**src/rtl/pd_axis_sched_if.sv**
```systemverilog
// pd_axis_sched_if: sample/term bus of the PD scheduler; drop_cnt exists only with PD_DROP_CNT_EN.
interface pd_axis_sched_if;
  logic vld;
  logic signed [15:0] d_ptch, d_roll, d_yaw, ptch, roll, yaw;
  logic busy, done;
  logic signed [9:0] ptch_pterm, roll_pterm, yaw_pterm;
  logic signed [11:0] ptch_dterm, roll_dterm, yaw_dterm;
`ifdef PD_DROP_CNT_EN
  logic [7:0] drop_cnt;
  modport master (output vld, d_ptch, d_roll, d_yaw, ptch, roll, yaw,
                  input busy, done, ptch_pterm, roll_pterm, yaw_pterm,
                  ptch_dterm, roll_dterm, yaw_dterm, drop_cnt);
  modport slave (input vld, d_ptch, d_roll, d_yaw, ptch, roll, yaw,
                 output busy, done, ptch_pterm, roll_pterm, yaw_pterm,
                 ptch_dterm, roll_dterm, yaw_dterm, drop_cnt);
`else
  modport master (output vld, d_ptch, d_roll, d_yaw, ptch, roll, yaw,
                  input busy, done, ptch_pterm, roll_pterm, yaw_pterm,
                  ptch_dterm, roll_dterm, yaw_dterm);
  modport slave (input vld, d_ptch, d_roll, d_yaw, ptch, roll, yaw,
                 output busy, done, ptch_pterm, roll_pterm, yaw_pterm,
                 ptch_dterm, roll_dterm, yaw_dterm);
`endif
endinterface

```
**src/rtl/pd_axis_sched.sv**
```systemverilog
// pd_axis_sched: one shared PD datapath sequenced over pitch/roll/yaw with a circular D history.
// Optional PD_DROP_CNT_EN adds a saturating count of vld pulses ignored while busy.
module pd_axis_sched #(
  parameter int D_QUEUE_DEPTH = 14,
  parameter logic signed [5:0] D_COEFF = 6'sd7
) (
  input logic clk,
  input logic rst,
  pd_axis_sched_if.slave bus
);
  localparam int PW = $clog2(D_QUEUE_DEPTH);
  localparam int HN = 3 * D_QUEUE_DEPTH;
  localparam int IW = $clog2(HN);
  typedef enum logic [1:0] {IDLE, AX_ERR, AX_TERM, DONE} state_t;
  state_t r_state, w_next;
  logic [1:0] r_axis;
  logic [PW-1:0] r_wr_ptr;
  logic signed [15:0] r_des [3];
  logic signed [15:0] r_meas [3];
  logic signed [9:0] r_err, r_hrd;
  logic signed [9:0] r_hist [HN];
  logic signed [9:0] r_pt [3];
  logic signed [9:0] r_opt [3];
  logic signed [11:0] r_dt [3];
  logic signed [11:0] r_odt [3];
  logic r_busy, r_done;
  logic signed [16:0] w_err17;
  logic signed [9:0] w_err_sat, w_pterm;
  logic signed [10:0] w_diff;
  logic signed [5:0] w_diff_sat;
  logic signed [11:0] w_dterm;
  logic [IW-1:0] w_idx;
  assign w_err17 = 17'(r_meas[r_axis]) - 17'(r_des[r_axis]);
  assign w_err_sat = w_err17 > 17'sd511 ? 10'sd511 :
                     w_err17 < -17'sd512 ? -10'sd512 : w_err17[9:0];
  assign w_pterm = (r_err >>> 1) + (r_err >>> 3);
  assign w_diff = 11'(r_err) - 11'(r_hrd);
  assign w_diff_sat = w_diff > 11'sd31 ? 6'sd31 :
                      w_diff < -11'sd32 ? -6'sd32 : w_diff[5:0];
  assign w_dterm = 12'(w_diff_sat) * 12'(D_COEFF);
  assign w_idx = IW'(r_axis) * IW'(D_QUEUE_DEPTH) + IW'(r_wr_ptr);
  always_ff @(posedge clk or posedge rst)
    if (rst) r_state <= IDLE;
    else r_state <= w_next;
  always_comb begin
    w_next = r_state;
    case (r_state)
      IDLE:    w_next = bus.vld ? AX_ERR : IDLE;
      AX_ERR:  w_next = AX_TERM;
      AX_TERM: w_next = r_axis == 2'd2 ? DONE : AX_ERR;
      default: w_next = IDLE;
    endcase
  end
  // history slot is read in AX_ERR and overwritten in AX_TERM, so each axis sees its own oldest sample
  always_ff @(posedge clk or posedge rst)
    if (rst) begin
      r_axis <= '0;
      r_wr_ptr <= '0;
      r_err <= '0;
      r_hrd <= '0;
      r_busy <= 1'b0;
      r_done <= 1'b0;
      for (int i = 0; i < 3; i++) begin
        r_des[i] <= '0;
        r_meas[i] <= '0;
        r_pt[i] <= '0;
        r_dt[i] <= '0;
        r_opt[i] <= '0;
        r_odt[i] <= '0;
      end
      for (int i = 0; i < HN; i++) r_hist[i] <= '0;
    end else begin
      r_busy <= r_state != IDLE;
      r_done <= r_state == DONE;
      if (r_state == IDLE && bus.vld) begin
        r_axis <= '0;
        r_des[0] <= bus.d_ptch;
        r_des[1] <= bus.d_roll;
        r_des[2] <= bus.d_yaw;
        r_meas[0] <= bus.ptch;
        r_meas[1] <= bus.roll;
        r_meas[2] <= bus.yaw;
      end
      if (r_state == AX_ERR) begin
        r_err <= w_err_sat;
        r_hrd <= r_hist[w_idx];
      end
      if (r_state == AX_TERM) begin
        r_hist[w_idx] <= r_err;
        r_pt[r_axis] <= w_pterm;
        r_dt[r_axis] <= w_dterm;
        r_axis <= r_axis + 2'd1;
      end
      if (r_state == DONE) begin
        r_opt <= r_pt;
        r_odt <= r_dt;
        r_wr_ptr <= r_wr_ptr == PW'(D_QUEUE_DEPTH - 1) ? '0 : r_wr_ptr + PW'(1);
      end
    end
  assign bus.busy = r_busy;
  assign bus.done = r_done;
  assign bus.ptch_pterm = r_opt[0];
  assign bus.roll_pterm = r_opt[1];
  assign bus.yaw_pterm = r_opt[2];
  assign bus.ptch_dterm = r_odt[0];
  assign bus.roll_dterm = r_odt[1];
  assign bus.yaw_dterm = r_odt[2];
`ifdef PD_DROP_CNT_EN
  logic [7:0] r_drop;
  always_ff @(posedge clk or posedge rst)
    if (rst) r_drop <= '0;
    else if (bus.vld && r_state != IDLE && r_drop != 8'hFF) r_drop <= r_drop + 8'd1;
  assign bus.drop_cnt = r_drop;
`endif
endmodule

```
**src/flat_wrapper.sv**
```systemverilog
// flat-port wrapper written by rule: the top's interface ports become plain ports
module pd_axis_sched_flat 
#(
  parameter int D_QUEUE_DEPTH = 14,
  parameter logic signed [5:0] D_COEFF = 6'sd7
)
  (clk, rst, bus_vld, bus_d_ptch, bus_d_roll, bus_d_yaw, bus_ptch, bus_roll, bus_yaw, bus_busy, bus_done, bus_ptch_pterm, bus_roll_pterm, bus_yaw_pterm, bus_ptch_dterm, bus_roll_dterm, bus_yaw_dterm);
  pd_axis_sched_if bus_i ();
  input logic clk;
  input logic rst;
  input wire logic [$bits(bus_i.vld)-1:0] bus_vld;
  input wire logic [$bits(bus_i.d_ptch)-1:0] bus_d_ptch;
  input wire logic [$bits(bus_i.d_roll)-1:0] bus_d_roll;
  input wire logic [$bits(bus_i.d_yaw)-1:0] bus_d_yaw;
  input wire logic [$bits(bus_i.ptch)-1:0] bus_ptch;
  input wire logic [$bits(bus_i.roll)-1:0] bus_roll;
  input wire logic [$bits(bus_i.yaw)-1:0] bus_yaw;
  output wire logic [$bits(bus_i.busy)-1:0] bus_busy;
  output wire logic [$bits(bus_i.done)-1:0] bus_done;
  output wire logic [$bits(bus_i.ptch_pterm)-1:0] bus_ptch_pterm;
  output wire logic [$bits(bus_i.roll_pterm)-1:0] bus_roll_pterm;
  output wire logic [$bits(bus_i.yaw_pterm)-1:0] bus_yaw_pterm;
  output wire logic [$bits(bus_i.ptch_dterm)-1:0] bus_ptch_dterm;
  output wire logic [$bits(bus_i.roll_dterm)-1:0] bus_roll_dterm;
  output wire logic [$bits(bus_i.yaw_dterm)-1:0] bus_yaw_dterm;
  assign bus_i.vld = bus_vld;
  assign bus_i.d_ptch = bus_d_ptch;
  assign bus_i.d_roll = bus_d_roll;
  assign bus_i.d_yaw = bus_d_yaw;
  assign bus_i.ptch = bus_ptch;
  assign bus_i.roll = bus_roll;
  assign bus_i.yaw = bus_yaw;
  assign bus_busy = bus_i.busy;
  assign bus_done = bus_i.done;
  assign bus_ptch_pterm = bus_i.ptch_pterm;
  assign bus_roll_pterm = bus_i.roll_pterm;
  assign bus_yaw_pterm = bus_i.yaw_pterm;
  assign bus_ptch_dterm = bus_i.ptch_dterm;
  assign bus_roll_dterm = bus_i.roll_dterm;
  assign bus_yaw_dterm = bus_i.yaw_dterm;
  pd_axis_sched #(.D_QUEUE_DEPTH(D_QUEUE_DEPTH), .D_COEFF(D_COEFF)) u_core (.clk(clk), .rst(rst), .bus(bus_i));
endmodule
```
**config.mk**
```make
export PLATFORM = sky130hd
export DESIGN_NAME = pd_axis_sched_flat
export DESIGN_NICKNAME = d
export VERILOG_FILES = /design/src/rtl/pd_axis_sched_if.sv /design/src/rtl/pd_axis_sched.sv /design/src/flat_wrapper.sv
export SDC_FILE = /design/constraint.sdc
export NUM_CORES = 2
export LEC_CHECK = 0
export ABC_AREA = 1
export CELL_PAD_IN_SITES_DETAIL_PLACEMENT = 2
export CELL_PAD_IN_SITES_GLOBAL_PLACEMENT = 2
export CORE_MARGIN = 8
export CORE_UTILIZATION = 37
export DETAILED_ROUTE_END_ITERATION = 10
export PLACE_DENSITY = 0.8
export SYNTH_ARGS = -nofsm -noshare
export SYNTH_HDL_FRONTEND = slang
export SYNTH_SLANG_ARGS = --single-unit
```
**constraint.sdc**
```tcl
create_clock -name clk -period 26.6 [get_ports clk]
set_input_delay 5.32 -clock clk [delete_from_list [all_inputs] [get_ports clk]]
set_output_delay 5.32 -clock clk [all_outputs]
set_load 0.02 [all_outputs]
```
==> metrics <==
status finished clean; CTS tree built; Worst Skew around 0.033 ns; Die Y-Extent approximately 300 µm; fraction of layout cells with a size suffix above 1 0.07755; average wire per cell in the routed design between 20 and 25 µm; Yosys cell types between 40 and 50; type of the worst setup path in2async; Setup crit end u_core.r_wr_ptr[0]; CP cell instances clkdlybuf4s50_1 -> inv_8 -> buf_4 -> buf_12 -> buf_4; Arrival @ worst endpoint ~9 ns; first-pass GRT wire length approximately 170,000 µm; max-cap violations 0; pin count of the biggest net entering global routing 169; Post-synth EDFFs 0; Remaining Overflow, GRT 0; IO Pins approximately 170; Nets 3,759; synthesized area ~30,000 µm²; Slew Limit Fails 0; clk sinks about 670; Mapped Nets about 3,700; CP Capture Type async pin; Clk pin slew, worst setup/hold paths about 0.060 ns; drt initial violations between 1,000 and 1,500; hold depth 2; Critical Path Most Common Cell buf_4; worst-path fanout max around 160; Synth async-reset ratio 1.000; Post-DP HPWL ~68,000 µm; clock tree buffer depth 3; die area between 90,000 and 100,000 µm²; Die W slightly above 300 µm; total wire length 107,500 µm; fmax about 120 MHz; fin crit share 0.3192; Reg-to-Reg End u_core.r_dt[31]; relative slew slack 0.2542; Crit path buffers/inverters 5; Reg2Reg Depth 25; root buffer cell clkbuf_16; Hold-fix buffers, CTS 0; initial antenna violation count 1; Syn-to-layout area delta 16.27%; CORE AREA about 82,000 µm²; Top FF cell, synth dfrtp_1; worst endpoint required time ~27 ns; Initial Util 0.3742; DR vias 25,750; RSZ-0062 raised after global routing false; total CTS buffers 78; CP Launch Point rst; flop-to-flop setup slack between 20 and 25 ns; post-synthesis sequential area ratio 0.5424; GRT Total Usage 0.2295; Hold Path Class reg2reg; Worst-Skew Late Latency between 0.6 and 0.7 ns; CP max stage delay 0.88 ns; Final Hold Fails 0; vias in the first global route around 29,000; Setup TNS 0 ns; Worst-Margin Slew around 1.1 ns; Setup-failing EPs final 0; # port buffers roughly 170; Worst path slowest cell buf_4; final antenna-violating net count 0; global placer's final weighted congestion about 0.83; H-tree levels 3; postcts setup bufs 0; num rows ~110; Tmin final 8.491 ns; # DRC 0; YS warnings 0; reg2reg start u_core.r_err[0]; synthesized instance count about 3,600; Avg Synthesized Cell Area around 8.6 µm²; DR pass1 iterations 7; Critical Path Start Type primary input; #FFs+latches synth around 670; family with the most delay on the worst path buffers and inverters; Worst path depth 5; vias per inst about 5.4; cts repair resizes 0
==> flip-flops by register name (all words and copies together), names as in the netlist <==
| name | flops |
|---|---|
| u_core.r_hist | 420 |
| u_core.r_des | 48 |
| u_core.r_meas | 48 |
| u_core.r_dt | 30 |
| u_core.r_pt | 30 |
| u_core.bus.ptch_dterm | 10 |
| u_core.bus.ptch_pterm | 10 |
| u_core.bus.roll_dterm | 10 |
| u_core.bus.roll_pterm | 10 |
| u_core.bus.yaw_dterm | 10 |
| u_core.bus.yaw_pterm | 10 |
| u_core.r_err | 10 |
| u_core.r_hrd | 10 |
| u_core.r_wr_ptr | 4 |
| u_core.r_axis | 2 |
| u_core.r_state | 2 |
| u_core.bus.busy | 1 |
| u_core.bus.done | 1 |
==> cells in the mapped netlist, types with 7 or more instances <==
cell type    n  share of area
fa_1         7         0.0046
dfrtp_1    666           0.54
buf_2       47         0.0077
buf_4        8         0.0020
inv_1      152          0.019
nor3_1      10         0.0016
o21ai_1    106          0.017
o22ai_1     69          0.014
ha_1        54          0.022
a21oi_1     47         0.0077
nor2_1     311          0.038
xor2_1      14         0.0040
o21ai_0    635           0.10
nand4_1     19         0.0039
nand3_1     88          0.014
nand2_1    972           0.12
clkbuf_1   186          0.023
mux2_2      94          0.034
a2bb2oi_1   15         0.0043
==> worst min-delay path: cells and delay by family, from the launching register on <==
family / cells / cell delay (ns)
flip-flops: 1 / 0.34
AND/OR/NAND/NOR: 2 / 0.10
==> cells by family (layout without fill, tap and decap cells) <==
kind of cell / after synthesis / count (layout) / share of synthesized area
AND/OR/NAND/NOR: 1420 / 1420 / 0.1818
AO/OA/AOI/OAI: 898 / 898 / 0.1538
flip-flops: 666 / 666 / 0.5424
buffers and inverters: 399 / 496 / 0.05163
multiplexers: 100 / 100 / 0.03640
adder cells (fa/ha/maj): 61 / 61 / 0.02655
XOR/XNOR: 21 / 21 / 0.007452
other: 0 / 1 / 0
==> placed cells by master (no fill, tap or decap), types with 47 or more instances in the layout <==
cell type and n:
nor2_1 308, dfrtp_1 665, o21ai_0 635, o21ai_1 106, nand2_1 970, mux2_2 94, o22ai_1 69, a21oi_1 47
ha_1 54, inv_1 150, clkbuf_16 82, clkdlybuf4s50_1 166, nand3_1 88
==> worst min path at each step <==
stage                    startpoint                         to  slack (ns)
floorplan           u_core.r_dt[34]  u_core.bus.ptch_dterm[10]        0.44
global placement     u_core.r_pt[1]    u_core.bus.yaw_pterm[1]        0.45
detailed placement  u_core.r_pt[14]   u_core.bus.roll_pterm[4]        0.46
CTS                  u_core.r_dt[8]    u_core.bus.yaw_dterm[8]        0.46
global route         u_core.r_dt[8]    u_core.bus.yaw_dterm[8]        0.50
finish              u_core.r_pt[14]   u_core.bus.roll_pterm[4]        0.47
==> area by class of cell <==
| cell class | instances | area [µm²] |
|---|---|---|
| well taps | 1070 | 1339 |
| inverters | 155 | 594.3 |
| flip-flops and latches | 666 | 16670 |
| fillers | 8844 | 46380 |
| diodes | 1 | 2.502 |
| repair buffers | 198 | 1927 |
| clock buffers | 115 | 2366 |
| clock inverters | 28 | 325.3 |
| multi-input cells | 2500 | 12500 |
==> stage by stage <==
stage | worst slack, ns | hold slack (ns) | util | instances | cell area [µm²]
2_1_floorplan | 2.614 | 0.4422 | - | 3565 | 30730
3_3_place_gp | 17.26 | 0.4545 | 0.4023 | 4589 | 33030
3_5_place_dp | 17.27 | 0.4613 | 0.4023 | 4589 | 33030
4_1_cts | 17.95 | 0.4611 | 0.4351 | 4732 | 35720
5_1_grt | 17.55 | 0.4995 | 0.4351 | 4732 | 35720
6_report | 18.11 | 0.4727 | 0.4351 | 4733 | 35730
==> per-layer routing <==
metal  part of all wire  global-route usage  routed length, µm
met1               0.45              0.3015              48740
met2               0.48              0.3915              52090
met3              0.030             0.02886               3201
met4              0.032             0.07506               3433
met5                  0                   0                  0
Power is not shown: default switching activity piles up to over one toggle a cycle in this logic, so the estimate is an artifact.
